**src/rtl/spi_reg_bank_pkg.sv**
```systemverilog
// Shared definitions for the SPI register bank: FSM states, fixed addresses
// and the burst address step.
package spi_reg_bank_pkg;

  typedef enum logic [1:0] {
    ST_IDLE = 2'd0,
    ST_CMD  = 2'd1,
    ST_RD   = 2'd2,
    ST_WR   = 2'd3
  } state_t;

  localparam logic [6:0] ADDR_VERSION = 7'd0;
  localparam int         CMD_WR_BIT   = 7;
  localparam logic [6:0] RW_BASE      = 7'd1;

  // The 7-bit address space wraps 0x7F -> 0x00 when incrementing.
  function automatic logic [6:0] next_addr(input logic [6:0] a, input bit auto_inc);
    return auto_inc ? a + 7'd1 : a;
  endfunction

endpackage

```
**src/rtl/spi_reg_bank_rx_edge.sv**
```systemverilog
// Rising-edge detector on the spi_slave byte-available level; byte_evt is
// combinational from the registered history so the byte is handled that cycle.
module spi_rx_edge
  import spi_reg_bank_pkg::*;
(
  input  logic clk,
  input  logic reset,
  input  logic rx_byte_available,
  output logic byte_evt
);

  logic prev;

  always_ff @(posedge clk) begin
    if (reset) prev <= 1'b0;
    else       prev <= rx_byte_available;
  end

  assign byte_evt = rx_byte_available & ~prev;

endmodule

```
**src/rtl/spi_reg_bank.sv**
```systemverilog
// SPI register file behind spi_slave: version byte, NUM_RW control registers
// and NUM_RO status inputs with burst read/write and optional auto-increment.
//
// state   | meaning
// IDLE    | no transaction open, byte events ignored
// CMD     | next byte is the command (bit7 write, 6:0 start address)
// RD      | read burst, tx_byte carries the next address' value
// WR      | write burst, each byte goes to the current address
module spi_reg_bank
  import spi_reg_bank_pkg::*;
#(
  parameter logic [7:0]          FPGA_VER = 8'hC2,
  parameter int                  NUM_RW   = 4,
  parameter int                  NUM_RO   = 4,
  parameter logic [8*NUM_RW-1:0] RW_RESET = {NUM_RW{8'h00}},
  parameter bit                  AUTO_INC = 1'b1
) (
  input  logic                clk,
  input  logic                reset,
  input  logic                transaction_begin,
  input  logic                rx_byte_available,
  input  logic [7:0]          rx_byte,
  output logic [7:0]          tx_byte,
  input  logic [8*NUM_RO-1:0] ro_data,
  output logic [8*NUM_RW-1:0] rw_data,
  output logic [NUM_RW-1:0]   wr_strobe
);

  if (NUM_RW < 1 || NUM_RW > 32 || NUM_RO < 1 || NUM_RO > 32 ||
      NUM_RW + NUM_RO > 127) begin : g_bad_cfg
    $error("spi_reg_bank: NUM_RW/NUM_RO out of range or map exceeds 127 addresses");
  end

  state_t      state;
  logic [6:0]  addr;
  logic        byte_evt;
  logic [7:0]  rw_q [NUM_RW];
  logic [NUM_RW-1:0] wr_hit;
  logic [NUM_RW-1:0] wr_en;
  logic [6:0]  cmd_addr;
  logic [6:0]  nxt_addr;
  logic [7:0]  rd_cmd;
  logic [7:0]  rd_nxt;

  spi_rx_edge u_rx_edge (
    .clk               (clk),
    .reset             (reset),
    .rx_byte_available (rx_byte_available),
    .byte_evt          (byte_evt)
  );

  // Shifts rather than indexed selects keep the mux width-exact for any map size.
  function automatic logic [7:0] rdmux(input logic [6:0] a);
    logic [7:0] v;
    v = 8'h00;
    if (a == ADDR_VERSION)
      v = FPGA_VER;
    else if (a >= RW_BASE && a <= 7'(NUM_RW))
      v = 8'(rw_data >> {a - RW_BASE, 3'b000});
    else if (a > 7'(NUM_RW) && a <= 7'(NUM_RW + NUM_RO))
      v = 8'(ro_data >> {a - 7'(NUM_RW + 1), 3'b000});
    return v;
  endfunction

  always_comb begin
    cmd_addr = rx_byte[6:0];
    nxt_addr = next_addr(addr, AUTO_INC);
    rd_cmd   = rdmux(cmd_addr);
    rd_nxt   = rdmux(nxt_addr);
  end

  for (genvar g = 0; g < NUM_RW; g++) begin : g_rw
    assign wr_hit[g] = (addr == 7'(g + 1));
    assign rw_data[8*g +: 8] = rw_q[g];

    always_ff @(posedge clk) begin
      if (reset)       rw_q[g] <= RW_RESET[8*g +: 8];
      else if (wr_en[g]) rw_q[g] <= rx_byte;
    end
  end

  // transaction_begin outranks a coincident byte, so that byte never writes.
  assign wr_en = (state == ST_WR && byte_evt && !transaction_begin) ? wr_hit : '0;

  always_ff @(posedge clk) begin
    if (reset) begin
      state     <= ST_IDLE;
      addr      <= 7'd0;
      tx_byte   <= 8'h00;
      wr_strobe <= '0;
    end else begin
      wr_strobe <= wr_en;
      if (transaction_begin) begin
        state   <= ST_CMD;
        tx_byte <= 8'h00;
      end else if (byte_evt) begin
        unique case (state)
          ST_IDLE: ;
          ST_CMD: begin
            addr <= cmd_addr;
            if (rx_byte[CMD_WR_BIT]) begin
              state   <= ST_WR;
              tx_byte <= 8'h00;
            end else begin
              state   <= ST_RD;
              tx_byte <= rd_cmd;
            end
          end
          ST_RD: begin
            addr    <= nxt_addr;
            tx_byte <= rd_nxt;
          end
          ST_WR: begin
            addr    <= nxt_addr;
            tx_byte <= 8'h00;
          end
          default: state <= ST_IDLE;
        endcase
      end
    end
  end

endmodule
```
**config.mk**
```make
export PLATFORM = sky130hd
export DESIGN_NAME = spi_reg_bank
export DESIGN_NICKNAME = d
export VERILOG_FILES = /design/src/rtl/spi_reg_bank_pkg.sv /design/src/rtl/spi_reg_bank_rx_edge.sv /design/src/rtl/spi_reg_bank.sv
export SDC_FILE = /design/constraint.sdc
export NUM_CORES = 1
export LEC_CHECK = 0
export ABC_AREA = 0
export BUFFER_PORTS_ARGS = -buffer_cell sky130_fd_sc_hd__buf_4
export CORE_ASPECT_RATIO = 0.8
export CORE_MARGIN = 4
export CORE_UTILIZATION = 30
export CTS_BUF_LIST = sky130_fd_sc_hd__clkbuf_16
export DETAILED_ROUTE_END_ITERATION = 10
export GPL_TIMING_DRIVEN = 0
export HOLD_SLACK_MARGIN = 0.1
export PLACE_DENSITY = 0.62
export SLEW_MARGIN = 0
export SYNTH_ARGS = -nofsm -noshare
export SYNTH_HDL_FRONTEND = slang
export SYNTH_SLANG_ARGS = --single-unit
```
**constraint.sdc**
```tcl
create_clock -name clk -period 5.74 [get_ports clk]
set_input_delay 0.287 -clock clk [delete_from_list [all_inputs] [get_ports clk]]
set_output_delay 0.287 -clock clk [all_outputs]
set_load 0.03 [all_outputs]
```
==> metrics.csv, run 1 <==
metric;value;unit
pin_count;88;
skew;0.00503;ns
met3WireLength;1.31;mm
cp-endpoint;tx_byte[6];
area_delta_synth_final;27.5;%
max_cap_violations;0;
die_x;133;um
relSlewSlack;46.6;%
cp-end-kind;flip-flop;
yosys_register_bits;54;
grt_max_degree;19;
power.density;206;nW/um^2
syn_area_per_cell;10.8;um^2
htreeDepth;2;
hold_violations;0;
status;finished clean;
gp_congestion;0.905;
maxSlewViolCount;0;
grt_pass1_vias;3291;
yosysUniqueCellTypes;56;
synth.net_count;402;
track_usage;17.8;%
grt_antenna_before_repair;0;
cts_setup_buffers;0;
die-area;14400;um^2
grt_setup_unrepaired;no;
drc;0;
fill_cells;1198;
r2r_end;tx_byte[1];
startpoint;rx_byte[0];
vdd_drop_max;0.133;mV
reg2reg_from;addr[1];
fin_ws;2.55;ns
cts_hold_buf;0;
antennaDiodeCount;0;
clock_path_buffers;2;
portBuffers;86;
drive_above_1_share;35.3;%
cts-root-buf;clkbuf_16;
dp_hpwl;9.73;mm
finalCritPeriodShare;55.6;%
wl_met2;5.44;mm
r2r_cells;8;
startpoint_type;input pin;
cts_tree;built;
start_util;30.7;%
maxUsedRoutingLayer;met4;
whs;0.208;ns
drtPass1Iterations;5;
critPathKind;in2reg;
routed_via_density;5.58;
critPathRequiredTime;5.92;ns
async_flop_share;0;%
cts-resized-gates;0;
r2r_setup_slack;2.87;ns
first_iter_violations;411;
rows;36;
wl_per_cell;20.8;um
ant_nets;0;
grt-ovfl-total;0;
ys_seq_area_share;37.4;%
cts_buffers;5;
tightest_slew;0.801;ns
finalWirelength;12.8;mm
crit_arrival;3.37;ns
path_max_fanout;10;
min_path_type;in2reg;
register_area;1400;um^2
tns;0;ns
synth_ff_type;edfxtp_1;
leakagePower;0.00191;uW
grt_pass1_wl;19.7;mm
core_area;12200;um^2
fmax;314;MHz
setup_viol;0;
syn_inst;348;
ys_warn_count;0;
die_h;108;um
pre_cts_ws;2.30;ns
path_clk_slew;0.07;ns
vias;3421;
multi_input_area;2180;um^2
clock-sinks;54;
clk_latency;0.30;ns
synth_edf_count;32;
syn-cell-area;3750;um^2
fin_crit;3.19;ns
m1WireLength;5.91;mm
nNetsFinal;495;
-- cells in the mapped netlist, types with 2 or more instances --
cell type | instances | area (um^2)
and2_1 | 8 | 50.1
o22ai_1 | 3 | 18.8
o31ai_1 | 2 | 15.0
buf_6 | 2 | 22.5
a21o_1 | 5 | 37.5
nor4_1 | 3 | 18.8
clkbuf_1 | 9 | 33.8
a21oi_1 | 12 | 60.1
nand3_1 | 14 | 70.1
ha_1 | 10 | 125
buf_2 | 9 | 45.0
nor2_1 | 20 | 75.1
edfxtp_1 | 32 | 961
and4_1 | 2 | 17.5
o21ai_1 | 4 | 20.0
xor2_1 | 3 | 26.3
dfxtp_1 | 22 | 440
inv_1 | 9 | 33.8
a31oi_1 | 8 | 50.1
mux4_2 | 32 | 721
clkbuf_2 | 2 | 10.0
a22oi_1 | 2 | 15.0
nor2b_1 | 16 | 100
mux2i_1 | 2 | 20.0
nand2b_1 | 4 | 25.0
nand2_1 | 23 | 86.3
nor3_1 | 13 | 65.1
nor4b_1 | 2 | 17.5
o211ai_1 | 3 | 22.5
xnor2_1 | 2 | 17.5
o21ai_0 | 12 | 60.1
nor3_2 | 3 | 30.0
buf_4 | 2 | 15.0
nand4_1 | 4 | 25.0
and3_1 | 28 | 175
-- flip-flops by register name, indices dropped and copies added (netlist names) --
signal,flops
addr,7
u_rx_edge.prev,1
wr_strobe,4
state,2
tx_byte,8
rw_q,32
-- cell type report --
cell class | instances | share of cell area, %
Multi-Input combinational cell | 260 | 45.7
Tap cell | 171 | 4.48
Sequential cell | 54 | 29.3
Buffer | 25 | 2.72
Clock inverter | 3 | 0.995
Inverter | 9 | 0.707
Timing Repair Buffer | 86 | 13.5
Clock buffer | 5 | 2.62
-- critical path, stage by stage --
cell      delay [ns]
buf_4           0.12
buf_1           0.61
inv_1           0.24
ha_1            0.38
clkbuf_1        0.39
buf_2           0.40
mux4_2          0.41
o211ai_1        0.12
nand3_1         0.11
a22oi_1         0.19
a31oi_1         0.10
-- layer usage --
metal	track usage, %	vias to the layer above
met5	0	-
met4	2.97	0
met3	3.81	10
met2	26.4	198
met1	27.0	1686
li1	-	1527
-- layout by cell type (no fill, tap or decap), drive strengths merged, types with 4 or more instances in the layout --
cell type,Yosys,layout
nand2,23,23
edfxtp,32,32
mux4,32,32
buf,14,100
nand3,15,15
a31oi,8,8
ha,10,10
a21oi,13,13
nand2b,4,4
o21ai,16,16
and3,29,29
nor2,20,20
inv,9,10
nand4,5,5
and2,8,8
nor2b,16,16
dfxtp,22,22
nor3,16,16
a21o,5,5
clkbuf,11,16
-- metrics by stage --
stage,instances,instance area (um^2),power [uW],utilization (%)
CTS,613,4780,983,39.2
finish,613,4780,984,39.2
floorplan,348,3750,550,-
global placement,605,4610,627,37.8
global route,613,4780,1020,39.2
detailed placement,605,4610,630,37.8
-- cells by family after synthesis --
kind of cell | count (synthesis) | synth area share [%]
adder cells (fa/ha/maj) | 10 | 3.34
XOR/XNOR | 5 | 1.17
AO/OA/AOI/OAI | 61 | 11.0
buffers and inverters | 34 | 4.37
multiplexers | 35 | 20.1
AND/OR/NAND/NOR | 149 | 22.7
flip-flops | 54 | 37.4
-- worst min path at each step --
stage	start	to	slack (ns)	depth (start not counted)
6_report	rx_byte_available	u_rx_edge.prev	0.21	2
3_3_place_gp	tx_byte[1]	tx_byte[1]	0.48	2
5_1_grt	rx_byte_available	u_rx_edge.prev	0.24	2
4_1_cts	rx_byte_available	u_rx_edge.prev	0.21	2
2_1_floorplan	rx_byte_available	u_rx_edge.prev	0.42	1
3_5_place_dp	tx_byte[7]	tx_byte[7]	0.48	2
-- where the power goes --
part | switching, uW | internal (uW)
logic | 106 | 86.4
clock network | 151 | 209
registers | 10.9 | 421
total | 269 | 716
No activity file was read; power rests on OpenSTA's default activity.
==> run 2: changes to the inputs <==
==> constraint.sdc (replaced) <==
create_clock -name clk -period 3.15 [get_ports clk]
set_input_delay 0.1575 -clock clk [delete_from_list [all_inputs] [get_ports clk]]
set_output_delay 0.1575 -clock clk [all_outputs]
set_load 0.03 [all_outputs]
==> run 2 against run 1 <==
Compared with the run above: first-iteration DRC count down 9.5%; combinational power up 81%; setup slack got worse by 2.3 ns; sequential cell count did not move; critical path depth decreased by 3; critical path type is now reg2reg.
==> metrics.csv, run 2 (synthesis results as in run 1) <==
metric;value;unit
status;finished clean;
tns;0;ns
cpLargestDelayFamily;buffers and inverters;
skew;0.00597;ns
leakagePower;0.00191;uW
cp_num_buf_inv;4;
finalWirelength;12.7;mm
core_area;12200;um^2
portBuffers;86;
worstPathCellList;buf_4 > inv_1 > ha_1 > buf_2 > clkbuf_1 > mux4_2 > a22oi_1 > a31oi_1;
track_usage;17.8;%
power.share.switching;27.1;%
drc;0;
regMostFlops;rw_q;
cpMaxStageDelayCell;clkbuf_1;
worstHoldStart;rx_byte[7];
seq_power_share;44.0;%
max_cap_violations;0;
maxSlewViolCount;0;
fmax;349;MHz
vias;3388;
grt_antenna_before_repair;0;
mostFrequentLayoutCells;buf_4, mux4_2, edfxtp_1, and3_1, nand2_1;
start_util;30.7;%
grt_setup_unrepaired;no;
reg.largest.list;rw_q x32, tx_byte x8, addr x7;
clock-sinks;54;
grt_max_degree;19;
combPwrFrac;19.6;%
relSlewSlack;51.8;%
p_int;1300;uW
clock_path_buffers;2;
switchingPower;484;uW
drtPass1Iterations;5;
p_total;1790;uW
crit_path_max_incr_delay;0.60;ns
routed_via_density;5.53;
crit_arrival;3.03;ns
holdPathStages;2;
whs;0.188;ns
clk_latency;0.30;ns
htreeDepth;2;
place_inst;605;
fin_cells;613;
fin_crit;2.86;ns
startpoint_type;flip-flop;
final_common_cell;buf_4;
finalCritPeriodShare;90.9;%
path_max_fanout;10;
r2r_cells;8;
cts_setup_buffers;0;
grt_pass1_vias;3294;
grt_pass1_wl;19.8;mm
min_path_type;in2reg;
r2r_end;tx_byte[1];
dp_hpwl;9.73;mm
setup_viol;0;
cts-root-buf;clkbuf_16;
wl_per_cell;20.7;um
gp_congestion;0.905;
clock_power_share;36.4;%
cts_buffers;5;
cts-resized-gates;0;
whs_endpoint;rw_q[3][7];
drive_above_1_share;35.3;%
pre_cts_ws;-0.157;ns
die_x;133;um
critPathRequiredTime;3.32;ns
power.density;374;nW/um^2
fin_ws;0.288;ns
cts_tree;built;
ant_nets;0;
grt-ovfl-total;0;
hold_violations;0;
tightest_slew;0.718;ns
die_h;108;um
area_delta_synth_final;27.7;%
r2r_setup_slack;0.29;ns
die-area;14400;um^2
largest_reg_flops;32;
first_iter_violations;372;
rows;36;
cp-end-kind;flip-flop;
nNetsFinal;495;
path_clk_slew;0.07;ns
antennaDiodeCount;0;
reg2reg_from;addr[1];
critPathKind;reg2reg;
pin_count;88;
vdd_drop_max;0.240;mV
==> run 2: stage by stage <==
step                util [%]  cell area (um^2)
CTS                     39.2              4790
detailed placement      37.8              4610
finish                  39.2              4790
global route            39.2              4790
floorplan                  -              3750
global placement        37.8              4610
==> run 2: timing repair <==
item | 4_1_cts | 5_1_grt
setup endpoints to repair | 0 | 3
hold endpoints to repair | 1 | 0
hold buffers | 1 | 0
==> run 2: how the worst max path moves through the flow <==
stage                from         end  depth (start not counted)
2_1_floorplan  rx_byte[0]  tx_byte[6]                         10
3_3_place_gp   rx_byte[0]  tx_byte[6]                         11
3_5_place_dp   rx_byte[0]  tx_byte[6]                         11
4_1_cts        rx_byte[0]  tx_byte[6]                         11
5_1_grt           addr[1]  tx_byte[1]                          8
6_report          addr[1]  tx_byte[1]                          8
==> run 2: metal layers <==
layer / part of all wire (%) / global-route usage (%) / vias to the layer above
met5: 0 / 0 / -
met4: 0.54 / 2.97 / 0
met3: 11 / 3.81 / 5
met2: 43 / 26.4 / 189
met1: 46 / 27.0 / 1670
li1: - / - / 1524
==> run 2: worst reg2reg max path, delay by kind of cell (launching register included) <==
family / cells / cell delay [ns]
buffers and inverters: 4 / 1.20
adder cells (fa/ha/maj): 1 / 0.34
multiplexers: 1 / 0.46
AO/OA/AOI/OAI: 2 / 0.36
flip-flops: 1 / 0.38
==> run 2: final cells by class <==
type / instances / area [um^2]
timing repair buffer: 87 / 656
clock inverter: 3 / 47.5
fill: 1196 / 7420
clock buffer: 5 / 125
tap: 171 / 214
buffer: 24 / 126
inverter: 9 / 33.8
multi-input combinational: 260 / 2180
sequential: 54 / 1400
==> run 2: power by group through the flow <==
stage                     Combinational, uW  Clock (uW)  Sequential, uW
after floorplan                         172           0             830
after global placement                  343           0             801
after detailed placement                346           0             802
after CTS                               350         657             786
after global routing                    375         687             788
final                                   350         652             786
==> run 3: changes to the inputs <==
--- a/config.mk
+++ b/config.mk
@@ -15,6 +15,7 @@
 export GPL_TIMING_DRIVEN = 0
 export HOLD_SLACK_MARGIN = 0.1
 export PLACE_DENSITY = 0.62
+export REMOVE_ABC_BUFFERS = 1
 export SLEW_MARGIN = 0
 export SYNTH_ARGS = -nofsm -noshare
 export SYNTH_HDL_FRONTEND = slang
==> run 3 against run 2 <==
Compared with the run above: sequential share of layout area is 0.80 points higher; largest cell class unchanged; fmax decreased by 2.3%; clock skew is essentially flat; via count is 3.6% lower; critical endpoint is now tx_byte[5]; clock-buffer cell count is the same; non-clock buffer count is 23 lower; sequential power increased by 1%.
==> metrics.csv, run 3 (synthesis results as in run 1) <==
metric;value;unit
status;finished clean;
startpoint;addr[0];
gp_congestion;0.906;
clk_latency;0.30;ns
largest_reg_flops;32;
cts-root-buf;clkbuf_16;
mostFrequentLayoutCells;buf_4, mux4_2, edfxtp_1, and3_1, nand2_1;
critPathRequiredTime;3.37;ns
htreeDepth;2;
fmax;342;MHz
switchingPower;474;uW
nNetsFinal;472;
vdd_drop_max;0.231;mV
leakagePower;0.00182;uW
p_total;1770;uW
grt_pass1_wl;19.2;mm
p_int;1300;uW
fin_ws;0.222;ns
seq_power_share;44.9;%
ant_nets;0;
drc;0;
regMostFlops;rw_q;
cts_setup_buffers;0;
cts_tree;built;
grt-ovfl-total;0;
pre_cts_ws;-0.380;ns
vias;3266;
setup_viol;0;
core_area;12200;um^2
track_usage;17.2;%
finalWirelength;12.1;mm
critPathKind;reg2reg;
reg2reg_from;addr[0];
crit_arrival;3.15;ns
grt_antenna_before_repair;0;
relSlewSlack;41.7;%
path_clk_slew;0.07;ns
clock_path_buffers;2;
tightest_slew;0.875;ns
skew;0.00563;ns
cts_buffers;5;
reg.largest.list;rw_q x32, tx_byte x8, addr x7;
die_x;133;um
worstHoldStart;transaction_begin;
rows;36;
max_cap_violations;0;
power.density;379;nW/um^2
die-area;14400;um^2
startpoint_type;flip-flop;
fill_cells;1233;
maxSlewViolCount;0;
portBuffers;87;
final_common_cell;buf_4;
routed_via_density;5.54;
power.share.switching;26.8;%
dpl-instance-area;4490;um^2
final_cell_area;4670;um^2
antennaDiodeCount;0;
start_util;30.7;%
die_h;108;um
grt_max_degree;31;
drive_above_1_share;34.4;%
hold_violations;0;
grt_setup_unrepaired;no;
min_path_type;in2reg;
dp_hpwl;8.97;mm
finish.utilization;38.3;%
combPwrFrac;18.6;%
cp-end-kind;flip-flop;
fin_crit;2.93;ns
grt_pass1_vias;3300;
path_max_fanout;30;
drtPass1Iterations;5;
pin_count;88;
area_delta_synth_final;24.6;%
first_iter_violations;381;
wl_per_cell;20.4;um
clock-sinks;54;
finalCritPeriodShare;93.0;%
clock_power_share;36.5;%
## run 3: changes by cell type in the layout (fill, tap and decap cells not counted)
cell / before / now
buf_2: 9 / 0
buf_6: 2 / 0
dfxtp_1: 22 / 21
clkbuf_2: 2 / 0
ha_1: 10 / 8
buf_4: 88 / 87
clkbuf_1: 9 / 0
clkinv_1: 0 / 1
clkinv_4: 1 / 0
dfxtp_4: 0 / 1
ha_2: 0 / 2
## run 3: final timing paths
path	end	slack, ns	depth (start not counted)
worst min register to register	tx_byte[7]	0.51	2
worst min-delay path	state[1]	0.11	2
worst max-delay path	tx_byte[5]	0.22	8
worst max register to register	tx_byte[5]	0.22	8
## run 3: power groups by stage
stage	Sequential, uW	Combinational [uW]	Clock (uW)
2_1_floorplan	837	150	0
3_3_place_gp	811	320	0
3_5_place_dp	812	326	0
4_1_cts	795	330	651
5_1_grt	799	352	678
6_report	795	329	645
## run 3: routing by layer
layer | wire length [um] | vias up | share of wire (%) | global-route usage (%)
li1 | - | 1477 | - | -
met1 | 5670 | 1645 | 47 | 24.7
met2 | 5380 | 134 | 45 | 26.3
met3 | 904 | 10 | 7.5 | 4.42
met4 | 99 | 0 | 0.82 | 3.19
met5 | 0 | - | 0 | 0
## run 3: critical path, cell delays in order, from the launching register on
cell and delay [ns]:
dfxtp_4 0.68, inv_1 0.18, ha_2 0.73, nor2_1 0.14, a21oi_1 0.21, nand4_2 0.19, a311oi_4 0.41, nand2_1 0.13
a31oi_1 0.18
## run 3: layout make-up
cell class	instances	area, um^2	area share (%)
tap	171	214	4.58
sequential	54	1410	30.1
clock inverter	3	42.5	0.911
inverter	9	33.8	0.723
clock buffer	5	125	2.68
multi-input combinational	260	2190	46.8
timing repair buffer	88	663	14.2
## run 3: per-stage QoR
| step | setup TNS [ns] | hold slack (ns) | instances |
|---|---|---|---|
| global route | 0 | 0.105 | 590 |
| floorplan | -0.227 | 0.227 | 323 |
| global placement | -8.52 | 0.381 | 581 |
| detailed placement | -2.65 | 0.388 | 581 |
| CTS | 0 | 0.104 | 590 |
| finish | 0 | 0.110 | 590 |
## run 3: repair_timing
item,4_1_cts,5_1_grt
hold buffers,1,0
resized for setup,3,0
endpoints found under the hold margin,1,0
setup endpoints to repair,8,0
